===== src/rtl/pipeline_stall_controller_pkg.sv =====
// Shared types and constants for the pipeline stall controller.
// Holds the sequencer state encoding, the RUN-state action decode and the
// per-latch control bundle together with its fixed patterns.
package pipeline_stall_controller_pkg;

    // Default number of cycles HALT needs to walk through EX, MEM and WB.
    localparam int unsigned DefaultDrainCycles = 3;

    typedef enum logic [1:0] {
        StRun      = 2'd0,
        StDmemWait = 2'd1,
        StDrain    = 2'd2,
        StHalted   = 2'd3
    } ctrlState_e;

    // Action selected in RUN, already resolved by priority.
    typedef enum logic [2:0] {
        ActNone      = 3'd0,
        ActMemHold   = 3'd1,
        ActRedirect  = 3'd2,
        ActImemStall = 3'd3,
        ActLoadUse   = 3'd4,
        ActHalt      = 3'd5
    } runAction_e;

    // Latch enables and bubble-insert controls, PC first, WB last.
    typedef struct packed {
        logic pcEn;
        logic ifidEn;
        logic idexEn;
        logic exmemEn;
        logic memwbEn;
        logic ifidFlush;
        logic idexFlush;
        logic exmemFlush;
        logic memwbFlush;
    } latchCtrl_t;

    // Builds a control bundle from {pc,ifid,idex,exmem,memwb} enables and
    // {ifid,idex,exmem,memwb} flushes.
    function automatic latchCtrl_t mkCtrl(input logic [4:0] en, input logic [3:0] flush);
        latchCtrl_t c;
        c = latchCtrl_t'({en, flush});
        return c;
    endfunction

    localparam latchCtrl_t CtrlReset    = mkCtrl(5'b00000, 4'b1111);
    localparam latchCtrl_t CtrlAllEn    = mkCtrl(5'b11111, 4'b0000);
    // Only MEM/WB moves, and it takes a bubble while the data access is pending.
    localparam latchCtrl_t CtrlMemHold  = mkCtrl(5'b00001, 4'b0001);
    // Wrong-path instructions in IF and ID are squashed.
    localparam latchCtrl_t CtrlRedirect = mkCtrl(5'b11111, 4'b1100);
    localparam latchCtrl_t CtrlImemWait = mkCtrl(5'b01111, 4'b1000);
    localparam latchCtrl_t CtrlLoadUse  = mkCtrl(5'b00111, 4'b0100);
    // HALT moves into EX while fetch and ID freeze behind it.
    localparam latchCtrl_t CtrlHaltIss  = mkCtrl(5'b00111, 4'b0000);
    localparam latchCtrl_t CtrlDrain    = mkCtrl(5'b00111, 4'b1000);
    localparam latchCtrl_t CtrlHalted   = mkCtrl(5'b00000, 4'b0000);

endpackage


===== src/rtl/pipeline_stall_controller_load_use_detect.sv =====
// Load-use hazard detector.
// Flags when the instruction in EX is a load whose destination is read by the
// instruction in ID. Rs and Rt are compared independently; register 0 is an
// ordinary register in this ISA, so it is not excluded.
module pipeline_stall_controller_load_use_detect #(
    parameter int unsigned REG_ADDR_W = 3
) (
    input  logic [REG_ADDR_W-1:0] IFID_Rs,
    input  logic [REG_ADDR_W-1:0] IFID_Rt,
    input  logic                  IFID_usesRs,
    input  logic                  IFID_usesRt,
    input  logic                  IDEX_MemToReg,
    input  logic                  IDEX_RegWrite,
    input  logic [REG_ADDR_W-1:0] IDEX_WriteReg,
    output logic                  hazard
);

    logic rsMatch;
    logic rtMatch;
    logic exIsLoad;

    assign exIsLoad = IDEX_MemToReg & IDEX_RegWrite;
    assign rsMatch  = IFID_usesRs & (IFID_Rs == IDEX_WriteReg);
    assign rtMatch  = IFID_usesRt & (IFID_Rt == IDEX_WriteReg);
    assign hazard   = exIsLoad & (rsMatch | rtMatch);

endmodule


===== src/rtl/pipeline_stall_controller.sv =====
// Pipeline stall controller: central sequencer for the IF/ID, ID/EX, EX/MEM
// and MEM/WB latches and the PC. Decodes latch enables and bubble inserts from
// load-use hazards, EX-resolved redirects, memory stalls and HALT drain.
// Optional build macro PIPE_CTRL_PERF_EN adds saturating stall/flush event
// counters; without it stall_cnt and flush_cnt are tied to zero.
module pipeline_stall_controller
    import pipeline_stall_controller_pkg::*;
#(
    parameter int unsigned REG_ADDR_W   = 3,
    parameter int unsigned DRAIN_CYCLES = DefaultDrainCycles,
    parameter int unsigned PERF_W       = 16
) (
    input  logic                  clk,
    input  logic                  rst,
    input  logic [REG_ADDR_W-1:0] IFID_Rs,
    input  logic [REG_ADDR_W-1:0] IFID_Rt,
    input  logic                  IFID_usesRs,
    input  logic                  IFID_usesRt,
    input  logic                  IFID_halt,
    input  logic                  IDEX_MemToReg,
    input  logic                  IDEX_RegWrite,
    input  logic [REG_ADDR_W-1:0] IDEX_WriteReg,
    input  logic                  EX_redirect,
    input  logic                  imem_stall,
    input  logic                  dmem_req,
    input  logic                  dmem_stall,
    input  logic                  dmem_done,
    output logic                  pc_en,
    output logic                  ifid_en,
    output logic                  idex_en,
    output logic                  exmem_en,
    output logic                  memwb_en,
    output logic                  ifid_flush,
    output logic                  idex_flush,
    output logic                  exmem_flush,
    output logic                  memwb_flush,
    output logic                  halted,
    output logic [PERF_W-1:0]     stall_cnt,
    output logic [PERF_W-1:0]     flush_cnt
);

    // Drain counter must hold DRAIN_CYCLES; at least one bit wide.
    localparam int unsigned DrainW = (DRAIN_CYCLES > 1) ? $clog2(DRAIN_CYCLES + 1) : 1;
    localparam logic [DrainW-1:0] DrainLoad = DrainW'(DRAIN_CYCLES);
    localparam logic [DrainW-1:0] DrainOne  = DrainW'(1);

    ctrlState_e        stateQ, stateD;
    logic [DrainW-1:0] drainCntQ, drainCntD;
    runAction_e        runAction;
    latchCtrl_t        ctrl;
    logic              hazard;
    logic              memHold;

    pipeline_stall_controller_load_use_detect #(
        .REG_ADDR_W (REG_ADDR_W)
    ) u_load_use_detect (
        .IFID_Rs       (IFID_Rs),
        .IFID_Rt       (IFID_Rt),
        .IFID_usesRs   (IFID_usesRs),
        .IFID_usesRt   (IFID_usesRt),
        .IDEX_MemToReg (IDEX_MemToReg),
        .IDEX_RegWrite (IDEX_RegWrite),
        .IDEX_WriteReg (IDEX_WriteReg),
        .hazard        (hazard)
    );

    // A data access is outstanding and the memory cannot accept the pipeline moving.
    assign memHold = dmem_req & dmem_stall;

    // Resolve the single RUN-state action by priority.
    always_comb begin
        runAction = ActNone;
        if (memHold) begin
            runAction = ActMemHold;
        end else if (EX_redirect) begin
            // ID holds a wrong-path instruction, so its hazard or HALT is moot.
            runAction = ActRedirect;
        end else if (imem_stall) begin
            runAction = ActImemStall;
        end else if (hazard) begin
            runAction = ActLoadUse;
        end else if (IFID_halt) begin
            runAction = ActHalt;
        end
    end

    // State and drain counter registers.
    always_ff @(posedge clk or posedge rst) begin
        if (rst) begin
            stateQ    <= StRun;
            drainCntQ <= '0;
        end else begin
            stateQ    <= stateD;
            drainCntQ <= drainCntD;
        end
    end

    // Next-state logic.
    always_comb begin
        stateD    = stateQ;
        drainCntD = drainCntQ;
        unique case (stateQ)
            StRun: begin
                case (runAction)
                    ActMemHold: stateD = StDmemWait;
                    ActHalt: begin
                        stateD    = StDrain;
                        drainCntD = DrainLoad;
                    end
                    default: ;
                endcase
            end
            StDmemWait: begin
                if (dmem_done) begin
                    stateD = StRun;
                end
            end
            StDrain: begin
                // A data stall freezes the drain along with the latches.
                if (!memHold) begin
                    if (drainCntQ <= DrainOne) begin
                        stateD    = StHalted;
                        drainCntD = '0;
                    end else begin
                        drainCntD = drainCntQ - DrainOne;
                    end
                end
            end
            StHalted: ;
            default: stateD = StRun;
        endcase
    end

    // Output decode from state and current inputs; reset forces bubbles everywhere.
    always_comb begin
        ctrl   = CtrlAllEn;
        halted = 1'b0;
        if (rst) begin
            ctrl = CtrlReset;
        end else begin
            unique case (stateQ)
                StRun: begin
                    case (runAction)
                        ActMemHold:   ctrl = CtrlMemHold;
                        ActRedirect:  ctrl = CtrlRedirect;
                        ActImemStall: ctrl = CtrlImemWait;
                        ActLoadUse:   ctrl = CtrlLoadUse;
                        ActHalt:      ctrl = CtrlHaltIss;
                        default:      ctrl = CtrlAllEn;
                    endcase
                end
                StDmemWait: ctrl = dmem_done ? CtrlAllEn : CtrlMemHold;
                StDrain:    ctrl = memHold ? CtrlMemHold : CtrlDrain;
                StHalted: begin
                    ctrl   = CtrlHalted;
                    halted = 1'b1;
                end
                default: ctrl = CtrlReset;
            endcase
        end
    end

    assign pc_en       = ctrl.pcEn;
    assign ifid_en     = ctrl.ifidEn;
    assign idex_en     = ctrl.idexEn;
    assign exmem_en    = ctrl.exmemEn;
    assign memwb_en    = ctrl.memwbEn;
    assign ifid_flush  = ctrl.ifidFlush;
    assign idex_flush  = ctrl.idexFlush;
    assign exmem_flush = ctrl.exmemFlush;
    assign memwb_flush = ctrl.memwbFlush;

`ifdef PIPE_CTRL_PERF_EN
    logic [PERF_W-1:0] stallCntQ;
    logic [PERF_W-1:0] flushCntQ;
    logic              stallEvent;
    logic              flushEvent;

    // Drain-phase PC freezes are not counted as stalls.
    assign stallEvent = ((stateQ == StRun) || (stateQ == StDmemWait)) && !ctrl.pcEn;
    assign flushEvent = (stateQ == StRun) && (runAction == ActRedirect);

    // Saturating performance counters.
    always_ff @(posedge clk or posedge rst) begin
        if (rst) begin
            stallCntQ <= '0;
            flushCntQ <= '0;
        end else begin
            if (stallEvent && (stallCntQ != '1)) begin
                stallCntQ <= stallCntQ + PERF_W'(1);
            end
            if (flushEvent && (flushCntQ != '1)) begin
                flushCntQ <= flushCntQ + PERF_W'(1);
            end
        end
    end

    assign stall_cnt = stallCntQ;
    assign flush_cnt = flushCntQ;
`else
    assign stall_cnt = '0;
    assign flush_cnt = '0;
`endif

endmodule


===== config.mk =====
export PLATFORM = sky130hd
export DESIGN_NAME = pipeline_stall_controller
export DESIGN_NICKNAME = d
export VERILOG_FILES = /design/src/rtl/pipeline_stall_controller_pkg.sv /design/src/rtl/pipeline_stall_controller_load_use_detect.sv /design/src/rtl/pipeline_stall_controller.sv
export SDC_FILE = /design/constraint.sdc
export NUM_CORES = 1
export LEC_CHECK = 0
export CAP_MARGIN = 20
export CORE_MARGIN = 1
export CORE_UTILIZATION = 31
export DETAILED_ROUTE_END_ITERATION = 8
export GPL_ROUTABILITY_DRIVEN = 0
export PLACE_DENSITY = 0.76
export SLEW_MARGIN = 20
export SYNTH_ARGS = -nofsm -noshare
export SYNTH_HDL_FRONTEND = slang
export SYNTH_SLANG_ARGS = --single-unit

===== constraint.sdc =====
create_clock -name clk -period 1.55 [get_ports clk]
set_input_delay 0.155 -clock clk [delete_from_list [all_inputs] [get_ports clk]]
set_output_delay 0.155 -clock clk [all_outputs]
set_load 0.02 [all_outputs]

==> Word level (Yosys, flattened, before mapping) <==
Cells that the tools add are included.
{ "op_classes": {"n_addsub": 1, "n_mul": 0, "div": 0, "n_lt_le_gt_ge": 1, "eq_ne": 15, "n_shift": 0, "n_mux": 21, "bitwise": 6, "n_reduce_logical": 5} }
{ "ops": {"columns": ["op", "count"], "rows": [
  ["$pmux 9 s5", 1],
  ["$pmux 9 s4", 1],
  ["$mux 9", 2],
  ["$mux 3", 5],
  ["$mux 2", 6],
  ["$ne 2x2->1 const B", 4],
  ["$pmux 2 s2", 2],
  ["$mux 7", 1],
  ["$eq 3x2->1 const B", 2],
  ["$eq 3x3->1", 2],
  ["$eq 3x3->1 const B", 2],
  ["$pmux 2 s3", 1],
  ["$and 1x1->1", 5],
  ["$reduce_and 5->1", 1],
  ["$eq 2x2->1 const B", 2],
  ["$eq 3x1->1 const B", 1],
  ["$ne 3x2->1 const B", 1],
  ["$reduce_and 3->1", 1],
  ["$reduce_bool 3->1", 1],
  ["$eq 2x1->1 const B", 1],
  ["$le 2x1->1 const B", 1],
  ["$logic_not 2->1", 1],
  ["$mux 1", 2],
  ["$reduce_bool 2->1", 1],
  ["other kinds (2)", 2]
]} }
{ "word_totals": {"reg_bits": 4, "latch_bits": 0, "ram_bits": 0, "romBits": 0, "in_bits": 21, "output_inout_bits": 42, "word_cells": 51, "n_memories": 0} }

==> Logic depth before layout (Yosys ltp) <==
Gate-level depths: netlist (run 1).
{ "depth": {"depth_word": 12, "depth_mapped": 7, "depth_no_buf": 6} }

==> Hierarchy <==
Synthesis (run 1) repeated with hierarchy kept, for this count alone.
{ "hier_totals": {"hier_cells": 100, "hier_area_um2": 810.8} }
{ "by_module_without_submodules": {"columns": ["module", "n_inst", "cells_per_inst", "area_per_inst_um2", "seq_area_each_um2"], "rows": [
  ["pipeline_stall_controller", 1, 90, 737.0, 100.1],
  ["pipeline_stall_controller_load_use_detect", 1, 10, 73.8, 0.0]
]} }

==> Least setup slack after synthesis (run 1) <==
Ideal clock, no wire load.
{ "synth_timing": {"path_kind": "flip-flop to output port", "startpoint": "reg stateQ[0]", "endpoint": "out idex_en", "arrival_ns": 1.920, "required_ns": 1.395, "path_slack_ns": -0.525, "path_stages_with_launch": 8, "n_path_buf": 2, "path_cell_list": "dfrtp_1 > inv_1 > ha_1 > clkbuf_1 > nand2b_1 > or2_2 > a21oi_1 > buf_4"} }
{ "synth_between": {"elab_chain_len": 3, "elab_cells_between_ends": 6, "classes_between": "eq/ne (3); mux (2); reduce/logical (1)"} }
{ "synth_lines": {"columns": ["element", "line_no", "text"], "rows": [
  ["from (decl)", "pipeline_stall_controller.sv:47", "ctrlState_e stateQ, stateD;"],
  ["from (signal assigned)", "pipeline_stall_controller.sv:90", "stateQ <= StRun;"],
  ["from (signal assigned)", "pipeline_stall_controller.sv:93", "stateQ <= stateD;"],
  ["$eq 2x2->1 (tied with other cells)", "pipeline_stall_controller.sv:141", "unique case (stateQ)"],
  ["$pmux 9 s4 *", "pipeline_stall_controller.sv:141", null],
  ["$mux 9 *", "pipeline_stall_controller.sv:138", "if (rst) begin"],
  ["to (decl)", "pipeline_stall_controller.sv:30", "output logic idex_en,"]
]} }
Mark *: on every way between the ends. The rest lies on a longest branch, timed or not.

==> Worst setup path after layout (run 1) <==
{ "layout_timing": {"startpoint": "reg stateQ[0]", "endpoint": "out ifid_en"} }
{ "layout_between": {"elab_chain_len": 3, "elab_cells_between_ends": 6, "classes_between": "eq/ne (3); mux (2); reduce/logical (1)"} }
{ "layout_lines": {"columns": ["element", "line_no", "text"], "rows": [
  ["$eq 2x2->1 (tied with other cells)", "pipeline_stall_controller.sv:141", null],
  ["$pmux 9 s4 *", "pipeline_stall_controller.sv:141", null],
  ["$mux 9 *", "pipeline_stall_controller.sv:138", null],
  ["to (decl)", "pipeline_stall_controller.sv:29", "output logic ifid_en,"]
]} }
Marked as above.

==> results by group, run 1 <==
Clock tree
  – CTS Root Cell: clkbuf_4
  – CTS tree: built
  – Num CTS Buffers: 3
  – # H-tree levels: 1
  – Clock sinks: 4
  – CTS Hold Buffers Added: 0
  – CTS clock-pin slew for the worst setup and hold paths: roughly 0.03 ns
  – Skew-Pair Late Insertion Delay: 0.24 ns
  – Clk buf depth: 2

GRT
  – Initial antenna violation count: 0
  – Vias in the first global route: between 800 and 900
  – Global-route wire length before repair: 3740 um
  – Total gr overflow: 0
  – Pin count of the biggest net entering global routing: 8
  – GRT Total Usage: 0.178

Timing
  – Final worst slack: -0.225 ns
  – Tcrit/Tclk final: 1.15
  – Final Hold Viols: 0
  – RSZ-0062 raised after global routing: true
  – Setup Viol. Count Final: 9
  – Min Tclk post-route: 1.78 ns
  – Clk_skew: 0.00133 ns
  – Max Slew Vio Count: 0
  – Max Freq: ~0.56 GHz

Placement
  – Setup slack after placement: -0.715 ns
  – Port bufs: 30
  – Post-detail-place hpwl: 1770 um
  – DP Area: 1260 um^2

Cells and area
  – Area Overhead vs Synth: 68.2%
  – Layout cells sized above 1: 0.425
  – Finished Core Util: 0.573
  – ANT cells: 0
  – Layout Nets: between 200 and 250
  – Post-route cell area: 1470 um^2

Die
  – Die X: 55.1 um
  – Initial Utilization: 0.341
  – Core Area: 2570 um^2
  – Total Die Area: 3040 um^2
  – Row count: 18
  – IO Pins: 63
  – DIE HEIGHT: 55.1 um

Synth
  – Dominant synthesized flop cell: dfrtp_1
  – Synth top area cells: buf_4 29%, dfrtp_1 11%, ha_1 7.2%
  – Synth top area share: 0.292
  – EDFF count, synth: 0
  – Syn avg cell area: 7.67 um^2
  – Synthesized instance count: roughly 110
  – Post-synth cell types: 36
  – Post-Synth XOR/XNOR Area: 0.0601
  – Post-synthesis mux area share: 0.0229
  – FF+latch count, synth: 4
  – Synth Cell Area: 875 um^2
  – Main combinational cell family by area after synthesis: buffers and inverters
  – Synth Area in Compound Gates: 0.246
  – YS warnings: 0
  – Area leader, netlist: buf_4
  – Most instantiated cells after synthesis: 34 x buf_4, 7 x inv_1, 7 x nand2_1
  – Async S/R FF share, synth: 1.00
  – Sequential element share of the synthesized area: 0.114
  – Simple-gate share of the synthesized area: 0.150
  – Top-count cell post-synth: buf_4
  – Post-Synth Adder-Cell Area: 0.0715

Route
  – DR iter-0 viols: 15
  – Wire per inst: 13.1 um
  – Via count: 959
  – Residual DRC: 0
  – Total Wirelength: about 2700 um
  – Via-per-instance ratio: 4.70
  – Drt pass-1 iters: 4
  – Final antenna-violating net count: 0

Pwr
  – Pleak: 0.729 nW
  – Peak supply drop: 0.000820 V
  – Pwr dens: 1470 nW/um^2

Status
  – Outcome: finished, violations left
  – Failing checks: negative setup slack

Flow run
  – Maxcap violations: 0

Setup path
  – Critical path launch point: stateQ[0]
  – FF-to-FF Start: stateQ[0]
  – Critical path class: register to output pin
  – Crit path DAT: 1.62 ns
  – CP startpoint kind: register
  – CP Max Fanout: 4
  – Register-to-Register Path Depth: 9
  – CP required: 1.39 ns
  – CP Capture Type: output pin

Hold path
  – Worst min-delay path class: input pin to async pin
[routing by layer]
layer,track usage,vias to the layer above,wire [um]
met5,0,-,0
met4,0.0875,0,51
met3,0.0301,7,303
met2,0.378,62,1460
met1,0.152,445,864
li1,-,445,-
[cell type report]
class	instances	area, um^2
inverter	7	26.3
timing repair buffer	62	517
sequential	4	100
fill	225	1100
clock buffer	3	22.5
multi-input combinational	98	768
tap	30	37.5
[final timing paths]
| kind | slack [ns] | endpoint |
|---|---|---|
| worst max register to register | -0.13 | stateQ[0] |
| worst min register to register | 0.57 | drainCntQ[0] |
| min in group clk | 0.57 | drainCntQ[0] |
| worst max-delay path | -0.23 | ifid_en |
| worst min-delay path | 0.36 | stateQ[0] |
| max in group asynchronous | 1.08 | drainCntQ[0] |
[power by group]
group          switching [mW]  total, mW  internal (mW)  leakage (nW)
sequential             0.0543      0.213          0.159        0.0448
clock                  0.0454      0.132         0.0867        0.0138
combinational           0.867       1.81          0.944         0.670
[through the flow]
stage / hold WS [ns] / cells / TNS (ns) / total power, mW
after floorplan: -0.0573 / 145 / -0.431 / 1.14
after global placement: 0.555 / 190 / -4.78 / 1.53
after detailed placement: 0.574 / 190 / -5.00 / 1.57
after CTS: 0.367 / 204 / -0.968 / 2.08
after global routing: 0.428 / 204 / -1.74 / 2.30
final: 0.364 / 204 / -1.14 / 2.16
[logic make-up (layout without fill, tap and decap cells)]
family | after synthesis | after routing
multiplexers | 2 | 2
adder cells (fa/ha/maj) | 5 | 5
buffers and inverters | 43 | 72
XOR/XNOR | 6 | 6
flip-flops | 4 | 4
AND/OR/NAND/NOR | 24 | 24
other | 1 | 32
AO/OA/AOI/OAI | 29 | 29
[cells in the final DEF, fill, tap and decap left out, types with 3 or more instances in the layout]
cell and instances:
clkbuf_4 3, dfrtp_1 4, clkdlybuf4s50_1 11, buf_4 34, inv_1 5, nand2_1 5, ha_4 3, xnor2_2 4
buf_6 5, dlygate4sd2_1 8, conb_1 32
[flip-flops by register name, summed over array words and instances (netlist names)]
name and cells:
drainCntQ 2, stateQ 2
[worst max-delay path, cell delays in order (launching register included)]
cell	delay [ns]
dfrtp_1	0.39
inv_2	0.07
ha_4	0.17
nand2b_4	0.14
or2_4	0.26
a211oi_4	0.20
buf_6	0.14
[what timing repair did]
item / 4_1_cts / 5_1_grt
buffers inserted: 11 / 0
hold endpoints to repair: 0 / 0
resized for setup: 77 / 11
pin swaps: 16 / 5
setup endpoints to repair: 13 / 12
(Power assumes the default switching activity.)
==> inputs of run 2 (changes only) <==
CTS_CLUSTER_DIAMETER = 100   (was not set)
==> results of run 2 <==
Same layout as run 1: the final DEF is identical, and so are final timing and power.
